### config.mk
export PLATFORM = sky130hd
export DESIGN_NAME = fetch_ctrl
export DESIGN_NICKNAME = d
export VERILOG_FILES = /design/src/rtl/fetch_ctrl_pkg.sv /design/src/rtl/fetch_skid.sv /design/src/rtl/fetch_ctrl.sv
export SDC_FILE = /design/constraint.sdc
export NUM_CORES = 1
export LEC_CHECK = 0
export CORE_UTILIZATION = 25
export DETAILED_ROUTE_END_ITERATION = 8
export SETUP_SLACK_MARGIN = 0.02
export SLEW_MARGIN = 15
export SYNTH_ARGS = -nofsm -noshare
export SYNTH_HDL_FRONTEND = slang
export SYNTH_SLANG_ARGS = --single-unit
### constraint.sdc
create_clock -name clk -period 2.6 [get_ports clk]
set_input_delay 0.39 -clock clk [delete_from_list [all_inputs] [get_ports clk]]
set_output_delay 0.39 -clock clk [all_outputs]
set_load 0.01 [all_outputs]
### src/rtl/fetch_ctrl_pkg.sv
// ---------------------------------------------------------------------------
// fetch_ctrl_pkg
// Shared definitions for the instruction fetch controller and its skid
// buffer: the fetch FSM state type, the NOP encoding used as the idle
// instruction, the default reset PC, and a helper that word-aligns a
// branch/jump target.
// ---------------------------------------------------------------------------
package fetch_ctrl_pkg;

  // IDLE only follows reset, REQ owns the memory port, FULL means both the
  // IF/ID output register and the skid entry hold words.
  typedef enum logic [1:0] {
    IDLE = 2'd0,
    REQ  = 2'd1,
    FULL = 2'd2
  } fetch_state_e;

  // addi x0, x0, 0
  localparam logic [31:0] NOP_INSTR        = 32'h0000_0013;
  localparam logic [31:0] DEFAULT_RESET_PC = 32'h0000_0000;

  // Instructions are word aligned, so the low two target bits are dropped.
  function automatic logic [31:0] align_word(input logic [31:0] addr);
    return addr & 32'hFFFF_FFFC;
  endfunction

endpackage

### src/rtl/fetch_skid.sv
// ---------------------------------------------------------------------------
// fetch_skid
// One-entry skid buffer that catches a fetched word when the decode stage
// is stalled and the IF/ID output register is already occupied.
//
// Ports
//   clk, rst      : clock and synchronous active-high reset
//   load          : capture load_pc/load_instr, entry becomes valid
//   unload        : entry has been moved to the outputs, becomes empty
//   flush         : discard the entry (redirect); wins over load/unload
//   load_pc       : address of the word being captured
//   load_instr    : word being captured
//   valid/pc/instr: current entry contents
// ---------------------------------------------------------------------------
module fetch_skid
  import fetch_ctrl_pkg::*;
(
  input  logic        clk,
  input  logic        rst,
  input  logic        load,
  input  logic        unload,
  input  logic        flush,
  input  logic [31:0] load_pc,
  input  logic [31:0] load_instr,
  output logic        valid,
  output logic [31:0] pc,
  output logic [31:0] instr
);

  logic        valid_q, valid_d;
  logic [31:0] pc_q, pc_d;
  logic [31:0] instr_q, instr_d;

  // Next-entry logic. Flush beats everything because a redirect makes any
  // buffered word stale; pc/instr keep their old contents when emptied.
  always_comb begin
    valid_d = valid_q;
    pc_d    = pc_q;
    instr_d = instr_q;
    if (flush) begin
      valid_d = 1'b0;
    end else if (load) begin
      valid_d = 1'b1;
      pc_d    = load_pc;
      instr_d = load_instr;
    end else if (unload) begin
      valid_d = 1'b0;
    end
  end

  // Entry storage with synchronous reset to an empty NOP entry.
  always_ff @(posedge clk) begin
    if (rst) begin
      valid_q <= 1'b0;
      pc_q    <= 32'h0000_0000;
      instr_q <= NOP_INSTR;
    end else begin
      valid_q <= valid_d;
      pc_q    <= pc_d;
      instr_q <= instr_d;
    end
  end

  // Entry contents are visible directly from the registers.
  always_comb begin
    valid = valid_q;
    pc    = pc_q;
    instr = instr_q;
  end

endmodule

### src/rtl/fetch_ctrl.sv
// ---------------------------------------------------------------------------
// fetch_ctrl
// Instruction fetch controller. Issues back-to-back word fetches to the
// instruction memory, presents fetched words to IF/ID, absorbs one extra
// word in a skid buffer when decode stalls, and handles branch redirects
// including a redirect that lands while a request is still in flight.
//
// Ports
//   clk, rst         : clock and synchronous active-high reset
//   stall            : decode cannot accept; if_* outputs hold
//   redirect_valid   : one-cycle taken branch/jump pulse from EX
//   redirect_pc      : redirect target (low two bits ignored)
//   imem_req         : memory request, high exactly in REQ
//   imem_addr        : fetch address, stable while imem_req is high
//   imem_ready       : current request completes this cycle
//   imem_rdata       : fetched word, valid with imem_ready
//   if_valid         : if_pc/if_instr hold a valid instruction
//   if_pc, if_instr  : instruction handed to IF/ID and its address
// ---------------------------------------------------------------------------
module fetch_ctrl
  import fetch_ctrl_pkg::*;
#(
  parameter logic [31:0] RESET_PC = DEFAULT_RESET_PC
) (
  input  logic        clk,
  input  logic        rst,
  input  logic        stall,
  input  logic        redirect_valid,
  input  logic [31:0] redirect_pc,
  output logic        imem_req,
  output logic [31:0] imem_addr,
  input  logic        imem_ready,
  input  logic [31:0] imem_rdata,
  output logic        if_valid,
  output logic [31:0] if_pc,
  output logic [31:0] if_instr
);

  fetch_state_e state_q, state_d;
  logic [31:0]  addr_q, addr_d;
  logic [31:0]  next_pc_q, next_pc_d;
  logic         drop_q, drop_d;
  logic         if_valid_q, if_valid_d;
  logic [31:0]  if_pc_q, if_pc_d;
  logic [31:0]  if_instr_q, if_instr_d;

  logic         skid_load, skid_unload, skid_flush;
  logic         skid_valid;
  logic [31:0]  skid_pc, skid_instr;

  logic         complete;
  logic         out_free;
  logic [31:0]  target;

  // A completion only counts while we actually own the memory port; the
  // output register can take a new word if it is empty or being consumed.
  assign complete = (state_q == REQ) && imem_ready;
  assign out_free = !if_valid_q || !stall;
  assign target   = align_word(redirect_pc);

  fetch_skid u_skid (
    .clk        (clk),
    .rst        (rst),
    .load       (skid_load),
    .unload     (skid_unload),
    .flush      (skid_flush),
    .load_pc    (addr_q),
    .load_instr (imem_rdata),
    .valid      (skid_valid),
    .pc         (skid_pc),
    .instr      (skid_instr)
  );

  // State register plus all datapath registers. Reset abandons any
  // outstanding request immediately; the memory sees imem_req drop.
  always_ff @(posedge clk) begin
    if (rst) begin
      state_q    <= IDLE;
      addr_q     <= RESET_PC;
      next_pc_q  <= RESET_PC + 32'd4;
      drop_q     <= 1'b0;
      if_valid_q <= 1'b0;
      if_pc_q    <= 32'h0000_0000;
      if_instr_q <= NOP_INSTR;
    end else begin
      state_q    <= state_d;
      addr_q     <= addr_d;
      next_pc_q  <= next_pc_d;
      drop_q     <= drop_d;
      if_valid_q <= if_valid_d;
      if_pc_q    <= if_pc_d;
      if_instr_q <= if_instr_d;
    end
  end

  // Next-state logic. A redirect always lands in REQ so the target gets
  // fetched; FULL is entered only when an undropped word arrives while the
  // output register is occupied and stalled.
  always_comb begin
    state_d = state_q;
    unique case (state_q)
      IDLE: state_d = REQ;
      REQ: begin
        if (!redirect_valid && complete && !drop_q && !out_free) begin
          state_d = FULL;
        end
      end
      FULL: begin
        if (redirect_valid || !stall) begin
          state_d = REQ;
        end
      end
      default: state_d = IDLE;
    endcase
  end

  // Datapath next values. A redirect outranks stall and completion. When a
  // request is mid-flight the address must stay put for the memory, so the
  // target parks in next_pc and the returning word is dropped; it then
  // becomes the next fetch through the normal completion path.
  always_comb begin
    addr_d      = addr_q;
    next_pc_d   = next_pc_q;
    drop_d      = drop_q;
    if_valid_d  = if_valid_q;
    if_pc_d     = if_pc_q;
    if_instr_d  = if_instr_q;
    skid_load   = 1'b0;
    skid_unload = 1'b0;
    skid_flush  = 1'b0;

    if (redirect_valid) begin
      if_valid_d = 1'b0;
      skid_flush = 1'b1;
      if (state_q == REQ && !imem_ready) begin
        next_pc_d = target;
        drop_d    = 1'b1;
      end else begin
        addr_d    = target;
        next_pc_d = target + 32'd4;
        drop_d    = 1'b0;
      end
    end else begin
      if (if_valid_q && !stall) begin
        if_valid_d = 1'b0;
      end
      if (complete) begin
        addr_d    = next_pc_q;
        next_pc_d = next_pc_q + 32'd4;
        drop_d    = 1'b0;
        if (!drop_q) begin
          if (out_free) begin
            if_valid_d = 1'b1;
            if_pc_d    = addr_q;
            if_instr_d = imem_rdata;
          end else begin
            skid_load = 1'b1;
          end
        end
      end else if (state_q == FULL && !stall && skid_valid) begin
        if_valid_d  = 1'b1;
        if_pc_d     = skid_pc;
        if_instr_d  = skid_instr;
        skid_unload = 1'b1;
      end
    end
  end

  // Output logic: the request strobe is a pure decode of the state, the
  // rest come straight from registers.
  always_comb begin
    imem_req  = (state_q == REQ);
    imem_addr = addr_q;
    if_valid  = if_valid_q;
    if_pc     = if_pc_q;
    if_instr  = if_instr_q;
  end

endmodule

* Word-level counts from Yosys, hierarchy flattened
Cells that the tools add are included.
Cells by class: add/subtract/negate cells 2, multiply operators 0, divide/modulo/power cells 0, order comparisons 0, equal/unequal tests 7, shift operators 0, mux-type cells 35, bitwise gates (word level) 2, reductions and logical operators 26
Operator list (number):
- two-way mux 32 bit | 14
- adder 32 x 3 -> 32 bit, second input constant | 2
- two-way mux 1 bit | 18
- logical AND 1 bit | 8
- zero test 1 bit | 6
- != test 2 bit, second input constant | 3
- one-hot mux 2 bit (3 select lines) | 1
- AND reduction 2 bit | 3
- nonzero test 2 bit | 3
- two-way mux 2 bit | 2
- != test 2 x 1 -> 1 bit, second input constant | 2
- AND reduction 4 bit | 1
- OR reduction 2 bit | 2
- == test 2 x 1 -> 1 bit, second input constant | 1
- == test 2 bit, second input constant | 1
- zero test 2 bit | 1
- logical OR 1 bit | 2
- NOT 1 bit | 2
Storage, ports and cells: bits in registers 197, bits in latches 0, RAM bits 0, bits in read-only memories 0, output and inout bits 98, logic and storage cells 82, memories 0

* Longest topological paths before layout
Gate-level depths: netlist of the first run.
depth in word-level cells 8, mapped depth 8, gate-level depth less buffers 6

* Modules after synthesis
Synthesis of the first run repeated with hierarchy kept, for this count alone.
Unflattened totals: cell total of the unflattened synthesis 1099, area, all modules 9729.3 um^2
Modules (own cells, without submodules):
- fetch_ctrl | instances 1, cells each 805, area an instance 6593.8 um^2, sequential area each 2582.5 um^2
- fetch_skid | instances 1, cells each 294, area an instance 3135.5 um^2, sequential area each 1301.2 um^2

* Worst setup path before layout of the first run
Ideal clock, no wire load.
kind input -> register, start point input redirect_pc[13], end point register next_pc_q[31], setup time 74 ps, data arrival time 1910 ps, path slack 616 ps, stages on the path 6, path buffers 1, cell sequence clkbuf_1 -> nand4_1 -> nor4_1 -> nand2_1 -> or4_1 -> o211ai_2
Between the ends: longest elaborated chain between the ends 3
RTL lines:
- start: declaration | line fetch_ctrl.sv:29 | input logic [31:0] redirect_pc,
- adder 32 x 3 -> 32 bit | line fetch_ctrl.sv:140 | next_pc_d = target + 32'd4;
- two-way mux 32 bit | line fetch_ctrl.sv:135 | if (state_q == REQ && !imem_ready) begin
- two-way mux 32 bit | line fetch_ctrl.sv:132 | if (redirect_valid) begin
- end signal: assignment | line fetch_ctrl.sv:80 | next_pc_q <= RESET_PC + 32'd4;
- end signal: assignment | line fetch_ctrl.sv:88 | next_pc_q <= next_pc_d;
- end: declaration | line fetch_ctrl.sv:41 | logic [31:0] next_pc_q, next_pc_d;
No other way between the ends. A chain may end at the register's enable or synchronous reset.

* Final worst setup path of the first run
start point register state_q[0], end point output imem_req
Between the ends: longest elaborated chain between the ends 1
RTL lines:
- start: declaration | line fetch_ctrl.sv:39 | fetch_state_e state_q, state_d;
- start signal: assignment | line fetch_ctrl.sv:86 | state_q <= state_d;
- == test 2 x 1 -> 1 bit | line fetch_ctrl.sv:172 | imem_req = (state_q == REQ);
- end: declaration | line fetch_ctrl.sv:30 | output logic imem_req,
No other way between the ends.

==> results.sh, run 1 <==
export IMPL_core_area_um2=33600
export IMPL_postSynthCellCount=1063
export IMPL_yosysUniqueCellTypes=47
export IMPL_seq_power_share_pct=47.5
export IMPL_track_usage_pct=14.7
export IMPL_combPwrFrac_pct=13.2
export IMPL_tightest_slew_ns=0.625
export IMPL_yosys_top_cells_area="dfxtp_1, nand2_1, a311oi_1, nor2_1, a21oi_1"
export IMPL_cts_root_buf="clkbuf_16"
export IMPL_startpoint_type="flip-flop"
export IMPL_dieArea_um2=35100
export IMPL_clock_path_buffers=2
export IMPL_final_antenna_net_count=0
export IMPL_hold_path_class="primary input to flip-flop"
export IMPL_p_switching_w=0.00183
export IMPL_dp_hpwl_um=17800
export IMPL_synth_flop_cell="dfxtp_1"
export IMPL_peakVddDrop_v=0.000279
export IMPL_drt_iter0_drc=532
export IMPL_finalMaxSlewViolations=0
export IMPL_wirelength_um=25700
export IMPL_nNetsFinal=1276
export IMPL_drt_wirelength_per_cell_um=15.4
export IMPL_worstPathRequired_ns=2.21
export IMPL_vias_per_cell=4.72
export IMPL_holdBufCountCts=0
export IMPL_status="finished, final reports clean"
export IMPL_ioPinCount=167
export IMPL_cts_tree="done"
export IMPL_yosysWarnings=0
export IMPL_cts_setup_buffers=0
export IMPL_cts_sinks=192
export IMPL_htreeDepth=4
export IMPL_period_needed_ns=2.34
export IMPL_hold_ws_ns=0.355
export IMPL_dieHeight_um=187
export IMPL_cts_repair_resized=0
export IMPL_drv_cap=0
export IMPL_grt_pass1_vias=7290
export IMPL_finClkSkew_ns=0.00951
export IMPL_synthesis_nets=1134
export IMPL_period_share_pct=90.2
export IMPL_die_x_um=187
export IMPL_tns_ns=0
export IMPL_internal_power_w=0.00489
export IMPL_synth_area_um2=8580
export IMPL_switching_share_pct=27.2
export IMPL_grt_pass1_wl_um=41000
export IMPL_start_util_pct=25.5
export IMPL_antenna_found_initial=1
export IMPL_layout_drive_gt1_share_pct=8.21
export IMPL_synth_top_area_cell="dfxtp_1"
export IMPL_place_gp_congestion=0.824
export IMPL_powerDensity_nw_per_um2=585
export IMPL_rows=67
export IMPL_power_leakage_nw=3.72
export IMPL_cts_buffers=17
export IMPL_path_clk_slew_ns=0.08
export IMPL_timing_fmax_mhz=426
export IMPL_seq_area_frac_synth_pct=44.8
export IMPL_grt_max_degree=81
export IMPL_worstSetupPathType="flip-flop to output pin"
export IMPL_rsz0062_at_grt="no"
export IMPL_vias=7865
export IMPL_avgSynthCellArea_um2=8.07
export IMPL_crit_fanout=6
export IMPL_area_growth_pct=33.8
export IMPL_yosys_area_top_type_share_pct=44.8
export IMPL_finalHoldViolCount=0
export IMPL_dr_pass1_iters=5
export IMPL_relSlewSlack_pct=58.2
export IMPL_port_buffers=164
export IMPL_ys_ff_latch=192
export IMPL_grt_overflow=0
export IMPL_async_reset_ff_share_pct=0
export IMPL_arrival_ns=1.95
export IMPL_drc=0
export IMPL_clockPowerShare_pct=39.4
export IMPL_setup_violations=0
export IMPL_synth_edf_count=0
export IMPL_endpoint_kind="output pin"
export IMPL_clk_latency_ns=0.44
==> critical path, cell delays in order, from the launching register on <==
cell	delay, ns
dfxtp_1	0.46
inv_1	0.11
nor2_1	0.33
clkdlybuf4s50_1	0.62
==> cell usage after synthesis (2+ instances only) <==
cell / n
nor2_1: 113
buf_2: 6
ha_1: 2
nand3_1: 15
or4_4: 2
a211oi_1: 38
clkbuf_1: 75
nor3b_2: 2
xnor2_1: 36
buf_6: 2
and4_1: 5
o211ai_1: 6
buf_1: 2
xor2_1: 14
a311oi_1: 64
a211o_1: 6
nand2b_1: 2
a21oi_1: 66
inv_1: 11
nor3b_1: 3
nor4_2: 8
nand4_1: 16
nand3b_1: 3
dfxtp_1: 192
o22ai_1: 11
and3_1: 7
nand2_1: 282
o21ai_1: 2
nor3_1: 14
o2bb2ai_1: 2
or3_1: 2
or4_1: 3
a31oi_1: 2
mux2i_1: 28
nor4_1: 8
buf_4: 2
==> final cells by class <==
class                           instances  area, µm²
Inverter                               11       41.3
Timing Repair Buffer                  210       2080
Clock inverter                         14        148
Clock buffer                           18        439
Antenna cell                            1       2.50
Sequential cell                       192       3840
Fill cell                            3470      22100
Tap cell                              448        561
Multi-Input combinational cell        773       4370
==> layout by cell type (no fill, tap or decap), types with 17 or more instances in the layout <==
cell type / n
buf_4: 39
xnor2_1: 36
a21oi_1: 66
dfxtp_1: 192
a311oi_1: 64
clkdlybuf4s50_1: 162
clkbuf_16: 17
a211oi_1: 38
nor2_1: 113
nand2_1: 281
mux2i_1: 28
==> path summary, 6_finish.rpt <==
check	start	slack, ns	endpoint	depth (start not counted)
max	state_q[0]	0.26	imem_req	3
min reg2reg	u_skid.instr[19]	0.46	u_skid.instr[19]	2
max reg2reg	next_pc_q[5]	0.56	next_pc_q[24]	5
min	rst	0.35	u_skid.pc[7]	2
==> power by group through the flow <==
stage / Sequential (W) / Combinational (W) / Clock (W)
after floorplan: 0.00326 / 0.000382 / 0
after detailed placement: 0.00325 / 0.000893 / 0
after global routing: 0.00320 / 0.000961 / 0.00285
after global placement: 0.00325 / 0.000884 / 0
final: 0.00319 / 0.000886 / 0.00264
after CTS: 0.00319 / 0.000896 / 0.00272
==> per-layer routing <==
metal / part of all wire, % / vias up / GRT usage (%)
met1: 48 / 3673 / 20.1
met5: 0 / - / 0
li1: - / 3989 / -
met3: 5.3 / 24 / 3.71
met2: 45 / 179 / 22.0
met4: 2.1 / 0 / 5.33
==> sequential cells by signal, indices dropped and copies added, names as in the netlist <==
register / flops
state_q: 2
u_skid.pc: 31
if_pc: 31
imem_addr: 31
if_instr: 32
drop_q: 1
u_skid.instr: 32
next_pc_q: 30
u_skid.valid: 1
if_valid: 1
==> kinds of logic after synthesis <==
| family | after synthesis | synth area share, % |
|---|---|---|
| buffers and inverters | 98 | 4.64 |
| multiplexers | 28 | 3.27 |
| flip-flops | 192 | 44.8 |
| adder cells (fa/ha/maj) | 2 | 0.292 |
| AO/OA/AOI/OAI | 202 | 16.6 |
| XOR/XNOR | 50 | 5.11 |
| AND/OR/NAND/NOR | 491 | 25.3 |
==> stage by stage <==
step	instances	cell area (µm²)	util [%]	total power, W	setup slack, ns
6_report	1667	11500	34.1	0.00671	0.255
5_1_grt	1666	11500	34.1	0.00702	0.0887
4_1_cts	1666	11500	34.1	0.00680	0.182
3_5_place_dp	1634	10900	32.4	0.00415	0.0596
3_3_place_gp	1634	10900	32.4	0.00413	0.126
2_1_floorplan	1063	8580	-	0.00364	0.616
Power figures use the tool's default switching activity.
==> run 2: changes to the inputs <==
--- a/config.mk
+++ b/config.mk
@@ -5,10 +5,12 @@
 export SDC_FILE = /design/constraint.sdc
 export NUM_CORES = 1
 export LEC_CHECK = 0
+export ABC_AREA = 1
 export CORE_UTILIZATION = 25
 export DETAILED_ROUTE_END_ITERATION = 8
 export SETUP_SLACK_MARGIN = 0.02
 export SLEW_MARGIN = 15
 export SYNTH_ARGS = -nofsm -noshare
 export SYNTH_HDL_FRONTEND = slang
+export SYNTH_HIERARCHICAL = 1
 export SYNTH_SLANG_ARGS = --single-unit
==> run 2 against run 1 <==
Against the previous run: total power grew 6.7%; critical path depth grew 8; non-clock buffer count decreased by 8; core utilization shrank 1.2 points; worst hold slack worse by 0.011 ns; clock-buffer cell count fell by 1.
==> results.sh, run 2 <==
export IMPL_drv_cap=0
export IMPL_seq_area_frac_synth_pct=39.1
export IMPL_grt_pass1_vias=9319
export IMPL_dp_hpwl_um=24100
export IMPL_synth_top_area_cell="dfxtp_1"
export IMPL_relSlewSlack_pct=55.9
export IMPL_drc=0
export IMPL_crit_path_start="redirect_pc[2]"
export IMPL_start_util_pct=25.5
export IMPL_nNetsFinal=1736
export IMPL_vias_per_cell=4.72
export IMPL_path_buf_inv=2
export IMPL_final_antenna_net_count=0
export IMPL_period_needed_ns=2.03
export IMPL_setup_violations=0
export IMPL_rsz0062_at_grt="no"
export IMPL_cts_sinks=194
export IMPL_status="finished, final reports clean"
export IMPL_yosysMostFrequentCell="nand2_1"
export IMPL_cts_setup_buffers=0
export IMPL_async_reset_ff_share_pct=0
export IMPL_synth_commonest_cells="nand2_1, nor2_1, dfxtp_1, inv_1, nand3_1"
export IMPL_hold_path_class="primary input to flip-flop"
export IMPL_powerDensity_nw_per_um2=558
export IMPL_vias=10400
export IMPL_finClkSkew_ns=0.0191
export IMPL_crit_fanout=4
export IMPL_tns_ns=0
export IMPL_synth_flop_cell="dfxtp_1"
export IMPL_cp_top_family="simple AND/OR/NAND/NOR gates"
export IMPL_arrival_ns=2.37
export IMPL_track_usage_pct=16.4
export IMPL_dr_pass1_iters=6
export IMPL_holdBufCountCts=0
export IMPL_grt_overflow=0
export IMPL_core_area_um2=38900
export IMPL_antennaDiodeCount=0
export IMPL_clock_path_buffers=2
export IMPL_drt_wirelength_per_cell_um=15.2
export IMPL_layout_commonest_cell="nand2_1"
export IMPL_die_x_um=201
export IMPL_drt_iter0_drc=838
export IMPL_cts_tree="done"
export IMPL_yosysWarnings=6
export IMPL_reg2reg_slack_ns=0.64
export IMPL_dpl_cell_count=2164
export IMPL_synth_area_um2=9930
export IMPL_grt_pass1_wl_um=52600
export IMPL_power_leakage_nw=4.90
export IMPL_critical_path_most_common_cell="nand3_1"
export IMPL_rows=72
export IMPL_worstSetupPathType="primary input to flip-flop"
export IMPL_layout_drive_gt1_share_pct=6.08
export IMPL_finalMaxSlewViolations=0
export IMPL_stdcell_count=2196
export IMPL_layout_common_cells="nand2_1, nor2_1, dfxtp_1"
export IMPL_cp_endpoint="next_pc_q[30]"
export IMPL_ys_ff_latch=194
export IMPL_path_depth=11
export IMPL_tightest_slew_ns=0.657
export IMPL_ioPinCount=167
export IMPL_yosys_top_cells_area="dfxtp_1, nand2_1, nor2_1, nand3_1, a31oi_1"
export IMPL_finalHoldViolCount=0
export IMPL_cts_buffers=17
export IMPL_path_cells="clkdlybuf4s50_1, ha_1, nand3_1, nor2_1, nand2_1, nor2_2, nand4_1, nand3_1, nand3_1, nand2_1, inv_1"
export IMPL_place_gp_congestion=0.948
export IMPL_worstPathRequired_ns=2.94
export IMPL_period_share_pct=78.0
export IMPL_timing_rr_start="next_pc_q[14]"
export IMPL_cts_root_buf="clkbuf_16"
export IMPL_timing_fmax_mhz=493
export IMPL_critPathSlowestCell="clkdlybuf4s50_1"
export IMPL_rr_endpoint="next_pc_q[31]"
export IMPL_cts_repair_resized=0
export IMPL_avgSynthCellArea_um2=6.47
export IMPL_yosys_area_top_type_share_pct=39.1
export IMPL_yosysUniqueCellTypes=41
export IMPL_grt_max_degree=66
export IMPL_reg2reg_depth=11
export IMPL_htreeDepth=4
export IMPL_slowest_delay_ns=0.54
export IMPL_endpoint_kind="flip-flop"
export IMPL_antenna_found_initial=1
export IMPL_dieArea_um2=40500
export IMPL_peakVddDrop_v=0.000471
export IMPL_synthesis_nets=1606
export IMPL_area_growth_pct=29.4
export IMPL_port_buffers=164
export IMPL_wirelength_um=33400
export IMPL_postSynthCellCount=1535
export IMPL_clk_latency_ns=0.44
export IMPL_startpoint_type="primary input"
export IMPL_dieHeight_um=201
export IMPL_path_clk_slew_ns=0.08
export IMPL_synth_edf_count=0
[run 2: cell count changes after synthesis, sizes merged, moves of 38 or more]
| cell | change |
|---|---|
| a211oi | -38 |
| a21oi | -38 |
| a311oi | -63 |
| a31oi | +93 |
| buf | +40 |
| inv | +125 |
| nand2 | +161 |
| nand3 | +112 |
| nor2 | +114 |
| o21ai | +120 |
[run 2: final cells by class]
type | count | area, µm²
Clock buffer | 17 | 425
Timing Repair Buffer | 202 | 2080
Multi-Input combinational cell | 1114 | 5070
Clock inverter | 15 | 214
Inverter | 136 | 513
Fill cell | 4251 | 26100
Tap cell | 518 | 648
Sequential cell | 194 | 3880
[run 2: how the worst min path moves through the flow]
stage                                from         endpoint  slack (ns)  cells past startpoint
after floorplan           u_skid/instr[0]  u_skid/instr[0]        0.42                      2
after global routing       redirect_valid           drop_q        0.36                      3
after detailed placement  u_skid/instr[4]  u_skid/instr[4]        0.44                      2
after global placement    u_skid/instr[1]  u_skid/instr[1]        0.43                      2
final                      redirect_valid           drop_q        0.34                      3
after CTS                  redirect_valid           drop_q        0.32                      3
[run 2: kinds of logic (layout without fill, tap and decap cells)]
logic type                 Yosys count  after routing  synth area share, %
AOI/OAI and AO/OA                  259            259                 14.7
DFF                                194            194                 39.1
adders and majority gates            2              2                0.252
xor gates and xnor gates            11             11                0.970
and+or+nand+nor                    842            842                 35.2
buffers and inverters              227            370                 9.78
[run 2: report_power, final]
part	switching [W]	internal [W]
Sequential	0.000143	0.00310
Clock	0.00130	0.00156
Combinational	0.000591	0.000473
Total	0.00203	0.00513
[run 2: routing by layer]
| metal | routed length [µm] | part of all wire, % | track usage (%) | vias to the layer above |
|---|---|---|---|---|
| li1 | - | - | - | 5241 |
| met1 | 15700 | 47 | 22.4 | 4786 |
| met2 | 15000 | 45 | 25.7 | 298 |
| met3 | 2020 | 6.0 | 3.40 | 43 |
| met4 | 714 | 2.1 | 5.17 | 2 |
| met5 | 13 | 0.039 | 0 | - |
[run 2: metrics by stage]
step / power, W / worst slack [ns] / utilization [%] / cell area [µm²] / hold WS (ns)
2_1_floorplan: 0.00381 / 0.957 / - / 9930 / 0.421
3_3_place_gp: 0.00436 / 0.185 / 31.4 / 12200 / 0.431
3_5_place_dp: 0.00437 / 0.157 / 31.4 / 12200 / 0.441
4_1_cts: 0.00724 / 0.569 / 33.0 / 12800 / 0.319
5_1_grt: 0.00748 / 0.384 / 33.0 / 12800 / 0.362
6_report: 0.00717 / 0.572 / 33.0 / 12800 / 0.344
[run 2: worst reg2reg max path, delay by kind of cell, from the launching register on]
family                 cells  cell delay, ns
buffers and inverters      1            0.03
flip-flops                 1            0.47
AND/OR/NAND/NOR           10            1.35
==> run 3: changes to the inputs <==
==> constraint.sdc (replaced) <==
create_clock -name clk -period 2 [get_ports clk]
set_input_delay 0.3 -clock clk [delete_from_list [all_inputs] [get_ports clk]]
set_output_delay 0.3 -clock clk [all_outputs]
set_load 0.01 [all_outputs]
==> run 3 against run 2 <==
Against the previous run: worst hold slack lost 0.0089 ns; largest power group unchanged; design area grew 3.9%; die area is the same; flip-flop and latch count is the same; highest routed layer is now met4; core utilization grew 1.3 points; clock power grew 25%.
==> results.sh, run 3 (synthesis gave the netlist of run 2 again) <==
export IMPL_drt_wirelength_per_cell_um=15.1
export IMPL_dr_pass1_iters=5
export IMPL_power_leakage_nw=5.22
export IMPL_clk_latency_ns=0.44
export IMPL_htreeDepth=4
export IMPL_dpl_cell_area_um2=12700
export IMPL_path_cells="inv_2, nor2_4, clkdlybuf4s50_1"
export IMPL_grt_pass1_vias=9771
export IMPL_drc=0
export IMPL_path_clk_slew_ns=0.08
export IMPL_cts_tree="done"
export IMPL_area_growth_pct=34.4
export IMPL_core_area_um2=38900
export IMPL_rows=72
export IMPL_relSlewSlack_pct=72.2
export IMPL_endpoint_kind="output pin"
export IMPL_layout_commonest_cell="nand2_1"
export IMPL_cts_root_buf="clkbuf_16"
export IMPL_design_area_um2=13300
export IMPL_grt_overflow=0
export IMPL_vias_per_cell=4.68
export IMPL_status="finished, final reports clean"
export IMPL_seq_power_share_pct=45.6
export IMPL_finalHoldViolCount=0
export IMPL_hold_path_class="primary input to flip-flop"
export IMPL_combPwrFrac_pct=15.8
export IMPL_crit_fanout=3
export IMPL_layout_drive_gt1_share_pct=9.59
export IMPL_setup_violations=0
export IMPL_vias=10600
export IMPL_rsz0062_at_grt="no"
export IMPL_grt_pass1_wl_um=54100
export IMPL_track_usage_pct=16.8
export IMPL_antenna_found_initial=0
export IMPL_p_total_w=0.00924
export IMPL_slowest_delay_ns=0.59
export IMPL_peakVddDrop_v=0.000556
export IMPL_period_needed_ns=1.90
export IMPL_critPathSlowestCell="clkdlybuf4s50_1"
export IMPL_period_share_pct=95.0
export IMPL_startpoint_type="flip-flop"
export IMPL_p_switching_w=0.00262
export IMPL_nNetsFinal=1800
export IMPL_finClkSkew_ns=0.0165
export IMPL_port_buffers=164
export IMPL_cp_top_family="buffers and inverters"
export IMPL_powerDensity_nw_per_um2=693
export IMPL_final_antenna_net_count=0
export IMPL_start_util_pct=25.5
export IMPL_drv_cap=0
export IMPL_die_x_um=201
export IMPL_grt_max_degree=66
export IMPL_fillers=4239
export IMPL_drt_iter0_drc=712
export IMPL_arrival_ns=1.60
export IMPL_timing_fmax_mhz=526
export IMPL_switching_share_pct=28.3
export IMPL_cts_setup_buffers=0
export IMPL_tightest_slew_ns=0.416
export IMPL_clock_path_buffers=2
export IMPL_cts_buffers=17
export IMPL_worstSetupPathType="flip-flop to output pin"
export IMPL_finalMaxSlewViolations=0
export IMPL_path_buf_inv=2
export IMPL_worstPathRequired_ns=1.70
export IMPL_dp_hpwl_um=24900
export IMPL_wirelength_um=34100
export IMPL_antennaDiodeCount=0
export IMPL_cts_sinks=194
export IMPL_internal_power_w=0.00663
export IMPL_dieArea_um2=40500
export IMPL_place_gp_congestion=0.945
export IMPL_clockPowerShare_pct=38.6
export IMPL_ioPinCount=167
export IMPL_layout_common_cells="nand2_1, nor2_1, dfxtp_1"
export IMPL_dieHeight_um=201
==> run 3: cell count changes in the layout (fill, tap and decap cells not counted), sizes merged <==
cell	delta
buf	+64
clkinv	+2
clkinvlp	-2
bufinv	-1
clkbuf	+1
==> run 3: what timing repair did <==
action                                  4_1_cts  5_1_grt
resized for setup                             0        1
endpoints found under the setup margin        0        1
hold buffers                                  0        0
==> run 3: per-layer routing <==
layer / GRT usage (%) / vias up / routed length [µm]
met4: 5.01 / 0 / 645
li1: - / 5367 / -
met5: 0 / - / 0
met1: 22.7 / 4844 / 15800
met3: 3.53 / 38 / 2140
met2: 26.8 / 334 / 15500
==> run 3: path summary, 6_finish.rpt <==
path,from,to,slack [ns],cells past startpoint
worst max-delay path,state_q[0],imem_req,0.1,3
worst min-delay path,redirect_valid,imem_addr[28],0.33,4
worst max register to register,state_q[0],u_skid/pc[25],0.24,11
worst min register to register,u_skid/instr[0],u_skid/instr[0],0.46,2
==> run 3: cell type report <==
class	instances	area, µm²	share of cell area, %
clock buffer	18	439	3.29
sequential	194	3880	29.1
multi-input combinational	1114	5080	38.0
inverter	136	513	3.84
tap	518	648	4.86
timing repair buffer	266	2620	19.6
clock inverter	14	170	1.28
==> run 3: power groups by stage <==
stage	clock network (W)	logic (W)	registers, W
finish	0.00357	0.00146	0.00422
global route	0.00382	0.00160	0.00424
global placement	0	0.00145	0.00431
detailed placement	0	0.00146	0.00431
CTS	0.00368	0.00147	0.00422
floorplan	0	0.000653	0.00429
==> run 3: worst reg2reg max path, cell delays in order, from the launching register on <==
cell and delay, ns:
dfxtp_1 0.38, inv_2 0.07, nor2_4 0.13, nand2_4 0.12
nor2_1 0.14, nand2_1 0.11, inv_2 0.13, inv_2 0.07
nor2_4 0.14, buf_12 0.22, nor2_1 0.09, nor2_1 0.11
==> run 3: through the flow <==
| step | setup WS [ns] | instances | TNS (ns) | hold slack, ns | utilization [%] |
|---|---|---|---|---|---|
| CTS | 0.0581 | 2260 | 0 | 0.312 | 34.3 |
| finish | 0.0997 | 2260 | 0 | 0.335 | 34.3 |
| global placement | -0.150 | 2228 | -2.31 | 0.432 | 32.7 |
| detailed placement | -0.200 | 2228 | -5.60 | 0.436 | 32.7 |
| global route | 0.0281 | 2260 | 0 | 0.344 | 34.3 |
| floorplan | 0.427 | 1535 | 0 | 0.369 | - |
